===== src/rtl/tetris_pkg.sv =====
// Command encodings and PS/2 scancode constants shared by the keyboard decoder
// and the game controller.
package tetris_pkg;

  typedef enum logic [2:0] {
    CMD_IDLE   = 3'b000,
    CMD_DOWN   = 3'b100,
    CMD_LEFT   = 3'b101,
    CMD_RIGHT  = 3'b110,
    CMD_ROTATE = 3'b111
  } cmd_t;

  localparam logic [7:0] SC_EXT   = 8'hE0;
  localparam logic [7:0] SC_BREAK = 8'hF0;

  // Extended (E0-prefixed) arrow keys
  localparam logic [7:0] SC_ARROW_DOWN  = 8'h72;
  localparam logic [7:0] SC_ARROW_LEFT  = 8'h6B;
  localparam logic [7:0] SC_ARROW_RIGHT = 8'h74;
  localparam logic [7:0] SC_ARROW_UP    = 8'h75;

  // Plain WASD keys
  localparam logic [7:0] SC_KEY_S = 8'h1B;
  localparam logic [7:0] SC_KEY_A = 8'h1C;
  localparam logic [7:0] SC_KEY_D = 8'h23;
  localparam logic [7:0] SC_KEY_W = 8'h1D;

  function automatic cmd_t mapScancode(input logic [7:0] code, input logic ext);
    cmd_t cmd;
    cmd = CMD_IDLE;
    if (ext) begin
      case (code)
        SC_ARROW_DOWN:  cmd = CMD_DOWN;
        SC_ARROW_LEFT:  cmd = CMD_LEFT;
        SC_ARROW_RIGHT: cmd = CMD_RIGHT;
        SC_ARROW_UP:    cmd = CMD_ROTATE;
        default:        cmd = CMD_IDLE;
      endcase
    end else begin
      case (code)
        SC_KEY_S: cmd = CMD_DOWN;
        SC_KEY_A: cmd = CMD_LEFT;
        SC_KEY_D: cmd = CMD_RIGHT;
        SC_KEY_W: cmd = CMD_ROTATE;
        default:  cmd = CMD_IDLE;
      endcase
    end
    return cmd;
  endfunction

endpackage


===== src/rtl/ps2_frame_rx.sv =====
// PS/2 bit-level receiver: synchronizers, falling-edge detect, frame FSM, timeout.
// Odd-parity checking is enabled by defining PS2_PARITY_CHECK_EN.
module ps2_frame_rx #(
  parameter int unsigned TIMEOUT_CYCLES = 200000,
  parameter int unsigned SYNC_STAGES    = 2
) (
  input  logic       clk,
  input  logic       rst,
  input  logic       ps2_clk,
  input  logic       ps2_data,
  output logic [7:0] byte_data,
  output logic       byte_valid,
  output logic       byte_error
);

`ifdef PS2_PARITY_CHECK_EN
  localparam bit ParityCheck = 1'b1;
`else
  localparam bit ParityCheck = 1'b0;
`endif

  localparam int unsigned TW = $clog2(TIMEOUT_CYCLES + 1);

  typedef enum logic [1:0] {IDLE, DATA, PARITY, STOP} rx_state_t;

  logic [SYNC_STAGES-1:0] clkSync;
  logic [SYNC_STAGES-1:0] dataSync;
  logic                   prevClk;
  logic                   syncClk;
  logic                   syncData;
  logic                   fall;

  rx_state_t  state;
  logic [2:0] bitCnt;
  logic [7:0] shiftReg;
  logic       parityBit;
  logic [TW-1:0] timeoutCnt;

  logic timeoutHit;
  logic stopEdge;
  logic parityBad;

  // Idle level is 1 so leaving reset never looks like a falling edge
  always_ff @(posedge clk) begin
    if (rst) begin
      clkSync  <= '1;
      dataSync <= '1;
      prevClk  <= 1'b1;
    end else begin
      clkSync[0]  <= ps2_clk;
      dataSync[0] <= ps2_data;
      for (int unsigned i = 1; i < SYNC_STAGES; i++) begin
        clkSync[i]  <= clkSync[i-1];
        dataSync[i] <= dataSync[i-1];
      end
      prevClk <= syncClk;
    end
  end

  assign syncClk  = clkSync[SYNC_STAGES-1];
  assign syncData = dataSync[SYNC_STAGES-1];
  assign fall     = prevClk & ~syncClk;

  assign timeoutHit = (state != IDLE) && !fall && (timeoutCnt == TW'(TIMEOUT_CYCLES - 1));
  assign stopEdge   = fall && (state == STOP);
  // Odd parity: an even total weight over data plus parity bit is a bad frame
  assign parityBad  = ParityCheck & ~(^{shiftReg, parityBit});

  assign byte_data  = shiftReg;
  assign byte_valid = stopEdge && syncData && !parityBad;
  assign byte_error = (stopEdge && (!syncData || parityBad)) || timeoutHit;

  always_ff @(posedge clk) begin
    if (rst) begin
      state      <= IDLE;
      bitCnt     <= '0;
      shiftReg   <= '0;
      parityBit  <= 1'b0;
      timeoutCnt <= '0;
    end else begin
      if (state == IDLE || fall) timeoutCnt <= '0;
      else                       timeoutCnt <= timeoutCnt + 1'b1;

      if (timeoutHit) begin
        state    <= IDLE;
        bitCnt   <= '0;
        shiftReg <= '0;
      end else if (fall) begin
        case (state)
          IDLE: begin
            if (!syncData) begin
              state  <= DATA;
              bitCnt <= '0;
            end
          end
          DATA: begin
            shiftReg <= {syncData, shiftReg[7:1]};
            bitCnt   <= bitCnt + 3'd1;
            if (bitCnt == 3'd7) state <= PARITY;
          end
          PARITY: begin
            parityBit <= syncData;
            state     <= STOP;
          end
          STOP: state <= IDLE;
          default: state <= IDLE;
        endcase
      end
    end
  end

endmodule


===== src/rtl/ps2_command_decoder.sv =====
// Turns PS/2 keyboard bytes into one-cycle Tetris commands (E0/F0 prefix handling).
// Parity checking in the receiver is enabled by defining PS2_PARITY_CHECK_EN.
module ps2_command_decoder
  import tetris_pkg::*;
#(
  parameter int unsigned TIMEOUT_CYCLES = 200000,
  parameter int unsigned SYNC_STAGES    = 2
) (
  input  logic       clk,
  input  logic       rst,
  input  logic       ps2_clk,
  input  logic       ps2_data,
  output logic [2:0] keyboard_signal,
  output logic [7:0] last_scancode,
  output logic       frame_error
);

  logic [7:0] rxByte;
  logic       rxValid;
  logic       rxError;
  logic       ext;
  logic       brk;

  ps2_frame_rx #(
    .TIMEOUT_CYCLES (TIMEOUT_CYCLES),
    .SYNC_STAGES    (SYNC_STAGES)
  ) uRx (
    .clk        (clk),
    .rst        (rst),
    .ps2_clk    (ps2_clk),
    .ps2_data   (ps2_data),
    .byte_data  (rxByte),
    .byte_valid (rxValid),
    .byte_error (rxError)
  );

  always_ff @(posedge clk) begin
    if (rst) begin
      keyboard_signal <= CMD_IDLE;
      last_scancode   <= '0;
      frame_error     <= 1'b0;
      ext             <= 1'b0;
      brk             <= 1'b0;
    end else begin
      keyboard_signal <= CMD_IDLE;
      frame_error     <= rxError;
      if (rxError) begin
        ext <= 1'b0;
        brk <= 1'b0;
      end else if (rxValid) begin
        last_scancode <= rxByte;
        if (rxByte == SC_EXT) begin
          ext <= 1'b1;
        end else if (rxByte == SC_BREAK) begin
          brk <= 1'b1;
        end else begin
          ext <= 1'b0;
          brk <= 1'b0;
          if (!brk) keyboard_signal <= mapScancode(rxByte, ext);
        end
      end
    end
  end

endmodule


===== config.mk =====
export PLATFORM = sky130hd
export DESIGN_NAME = ps2_command_decoder
export DESIGN_NICKNAME = d
export VERILOG_FILES = /design/src/rtl/tetris_pkg.sv /design/src/rtl/ps2_frame_rx.sv /design/src/rtl/ps2_command_decoder.sv
export SDC_FILE = /design/constraint.sdc
export NUM_CORES = 1
export LEC_CHECK = 0
export BUFFER_PORTS_ARGS = -buffer_cell sky130_fd_sc_hd__buf_2
export CAP_MARGIN = 20
export CORE_MARGIN = 8
export CORE_UTILIZATION = 45
export CTS_CLUSTER_DIAMETER = 50
export CTS_CLUSTER_SIZE = 25
export DETAILED_ROUTE_END_ITERATION = 6
export PLACE_DENSITY = 0.64
export SLEW_MARGIN = 5
export SYNTH_ARGS = -nofsm -noshare
export SYNTH_HDL_FRONTEND = slang
export SYNTH_SLANG_ARGS = --single-unit

===== constraint.sdc =====
create_clock -name clk -period 4.85 [get_ports clk]
set_input_delay 0.7275 -clock clk [delete_from_list [all_inputs] [get_ports clk]]
set_output_delay 0.7275 -clock clk [all_outputs]
set_load 0.02 [all_outputs]

==> reports/qor_table.md <==
| Metric | Reported | Unit |
| --- | --- | --- |
| Result of the run | complete, no violations | - |
| Post-CTS clock slew at the launch and capture registers of the worst setup and hold paths | 90 | ps |
| Data required time of the worst path | 5080 | ps |
| Instance count of the mapped netlist | 251 | - |
| Worst-case vdd ir drop | 119 | uV |
| Remaining antenna violation count | 0 | - |
| Max Cap Viol | 0 | - |
| Pre-Repair DR Iteration Count | 4 | - |
| Buffer cell driving the clock tree root | sky130_fd_sc_hd__clkbuf_8 | - |
| Final total negative setup slack | 0 | ps |
| Wire length of the first global-routing pass | 7180 | um |
| Number of antenna repair diodes | 0 | - |
| Static leakage power | 0.872 | nW |
| Total global routing track utilization | 11.8 | % |
| Proportion of power drawn by combinational gates | 1.5 | % |
| Most common flop cell mapped by yosys | sky130_fd_sc_hd__dfxtp_1 | - |
| Post-synthesis sequential area ratio | 45.8 | % |
| Number of gates given a new drive strength after cts | 0 | - |
| Worst slack after detailed placement | 2580 | ps |
| Cell count after placement | 307 | - |
| Maximum single-stage delay on the critical path | 630 | ps |
| Post-layout total power | 0.722 | mW |
| Worst Hold Path Cells | 1 | - |
| Number of enable-type register cells in the synthesized netlist | 0 | - |
| Pin count of the biggest net entering global routing | 19 | - |
| Syn-to-layout area delta | 9.32 | % |
| Final HPWL from detailed placement | 2950 | um |
| CTS tree | done | - |
| Hold Crit Class | reg -> reg | - |
| Synth warnings | 0 | - |
| Synth area leader | sky130_fd_sc_hd__dfxtp_1 | - |
| Ratio of cells with drive above 1 in the final layout | 11.5 | % |
| Number of vias in the routed layout | 1714 | - |
| Max Fanout on Critical Path | 13 | - |
| Worst path arrival time | 2450 | ps |
| Number of global-route vias before repair | 1521 | - |
| H-tree level count | 2 | - |
| FILL cells | 447 | - |
| Post-synthesis area per instance | 8.71 | um2 |
| Net switching power of the design | 0.141 | mW |
| Proportion of register bits with asynchronous set or reset after synthesis | 0 | % |
| Initial cell density of the core | 46.6 | % |
| Top cell types by occurrence after synthesis | sky130_fd_sc_hd__dfxtp_1 (50), sky130_fd_sc_hd__nand2_1 (35), sky130_fd_sc_hd__nor2_1 (22) | - |
| FF+latch count, synth | 50 | - |
| RSZ-0062 raised after global routing | no | - |
| Final-stage net count | 271 | - |
| Critical path launch point type | flip-flop | - |
| Fmax | 450 | MHz |
| Non-filler cells, final | 314 | - |
| Worst max-slew margin expressed relative to the limit | 50.9 | % |
| Placeable Area | 0.00469 | mm2 |
| Insertion delay to the later sink of the worst-skew pair | 300 | ps |
| Die extent in y | 85.7 | um |
| Post-detailed-route via-to-cell ratio | 5.46 | - |
| Weighted congestion at the end of routability-driven global placement | 0.756 | - |
| # clock sinks | 50 | - |
| Setup crit end kind | flip-flop | - |
| Drt initial violations | 146 | - |
| Setup violators final | 0 | - |
| Area share of the largest cell type after synthesis | 45.8 | % |
| Final worst slack | 2630 | ps |
| Total number of placement rows | 25 | - |
| Power per Cell Area | 302 | mW/mm2 |
| Switching power as a share of total power | 19.6 | % |
| Number of distinct library cells after synthesis | 41 | - |
| Clock power share | 41.3 | % |
| Number of max-slew violations in the final report | 0 | - |
| Pin slew with the least headroom to its limit | 735 | ps |
| Hold slack | 427 | ps |
| Hold Vio Cnt, Final | 0 | - |
| Critical path class | reg -> reg | - |
| Initial antenna violation count | 0 | - |
| Cell Chain, Critical Path | nor2b_1 > nand3_1 > or4_1 > nor3_1 | - |
| Max Buffers Root-to-Sink | 2 | - |
| Cell with the most instances after synthesis | sky130_fd_sc_hd__dfxtp_1 | - |
| Die Outline Area | 0.00735 | mm2 |
| Critical-path top delay cell | sky130_fd_sc_hd__or4_1 | - |
| Final critical-path required period | 2220 | ps |
| Post-detailed-route wirelength per cell | 13.6 | um |
| Cells taking the most area after synthesis | sky130_fd_sc_hd__dfxtp_1 (46%), sky130_fd_sc_hd__nand2_1 (6.0%), sky130_fd_sc_hd__a21oi_1 (4.1%) | - |
| Synthesized net count | 262 | - |
| Port bufs | 15 | - |
| Inserted Clock Buffers | 5 | - |
| Remaining DRCs | 0 | - |
| Internal power | 0.581 | mW |
| X dimension of the die | 85.7 | um |
| Hold-fix buffers at CTS | 0 | - |
| Post-CTS Setup Repair Bufs | 0 | - |
| Worst Reg2Reg Path Length in Cells | 4 | - |
| Wirelength, routed | 4260 | um |
| Clock tree skew after final layout | 11.3 | ps |
| Seq pwr share | 57.2 | % |
| Synthesized cell area | 0.00219 | mm2 |
| Total I/O pin count | 16 | - |
| Final period utilization | 45.8 | % |
| Final global-route overflow total | 0 | - |
[state kept, by name, indices dropped and copies added (netlist names), 2 cells and up]
| register | cells |
|---|---|
| keyboard_signal | 3 |
| last_scancode | 8 |
| uRx.bitCnt | 3 |
| uRx.byte_data | 8 |
| uRx.clkSync | 2 |
| uRx.dataSync | 2 |
| uRx.state | 2 |
| uRx.timeoutCnt | 18 |
[through the flow]
step	utilization (%)	instance area, um2
detailed placement	48.6	2280
CTS	51.0	2390
finish	51.0	2390
global route	51.0	2390
floorplan	-	2190
global placement	48.6	2280
[cell families after synthesis]
kind of cell	count (synthesis)	share of synthesized area, %
flops	50	45.8
xor+xnor	9	3.60
compound gates	38	10.6
simple gates	119	28.5
fa+ha+maj	7	4.00
mux	9	4.12
buf+inv	19	3.38
[cell usage in the layout, fill, tap and decap left out, types with 4 or more instances in the layout]
cell type,instances
sky130_fd_sc_hd__dfxtp_1,50
sky130_fd_sc_hd__a21oi_1,18
sky130_fd_sc_hd__mux2i_1,9
sky130_fd_sc_hd__or4_1,6
sky130_fd_sc_hd__nand2_1,35
sky130_fd_sc_hd__or2_2,6
sky130_fd_sc_hd__nor3_1,8
sky130_fd_sc_hd__nor4_1,4
sky130_fd_sc_hd__clkbuf_8,6
sky130_fd_sc_hd__nand3_1,7
sky130_fd_sc_hd__nor4b_1,4
sky130_fd_sc_hd__nor2_1,22
sky130_fd_sc_hd__inv_1,6
sky130_fd_sc_hd__buf_2,15
sky130_fd_sc_hd__nand4_1,7
sky130_fd_sc_hd__xor2_1,6
sky130_fd_sc_hd__o21ai_0,4
sky130_fd_sc_hd__or3_1,4
sky130_fd_sc_hd__ha_1,7
[per-layer routing]
layer / vias up / share of wire [%] / track usage, %
met2: 29 / 39 / 16.1
li1: 904 / - / -
met4: 0 / 0.92 / 3.18
met5: - / 0 / 0
met1: 776 / 57 / 17.3
met3: 5 / 3.8 / 3.44
[worst paths after layout]
check,startpoint,to,slack [ps]
hold / removal,uRx.dataSync[0]$_SDFF_PP1_,uRx.dataSync[1]$_SDFF_PP1_,430
setup reg to reg,uRx.prevClk$_SDFF_PP1_,keyboard_signal[0]$_SDFF_PP0_,2630
setup / recovery,uRx.prevClk$_SDFF_PP1_,keyboard_signal[0]$_SDFF_PP0_,2630
hold reg to reg,uRx.dataSync[0]$_SDFF_PP1_,uRx.dataSync[1]$_SDFF_PP1_,430
[critical path: cells and delay by family, from the launching register on]
| kind | cells | cell delay, ps |
|---|---|---|
| flip-flops | 1 | 310 |
| AND/OR/NAND/NOR | 4 | 1840 |
[power groups by stage]
stage / clock [mW] / combinational [mW] / sequential [mW]
after floorplan: 0 / 0.00812 / 0.422
after global routing: 0.322 / 0.0119 / 0.414
after CTS: 0.307 / 0.0107 / 0.413
after global placement: 0 / 0.0106 / 0.423
final: 0.298 / 0.0107 / 0.413
after detailed placement: 0 / 0.0107 / 0.423
[final cells by class]
cell class | instances | area [um2] | area share, %
clock inverter | 1 | 30.0 | 1.26
sequential | 50 | 1000 | 41.9
clock buffer | 6 | 82.6 | 3.45
tap | 54 | 67.6 | 2.83
multi-input combinational | 182 | 1110 | 46.5
inverter | 6 | 22.5 | 0.942
timing repair buffer | 15 | 75.1 | 3.14
Note: power is estimated with default switching activity, not from simulation.
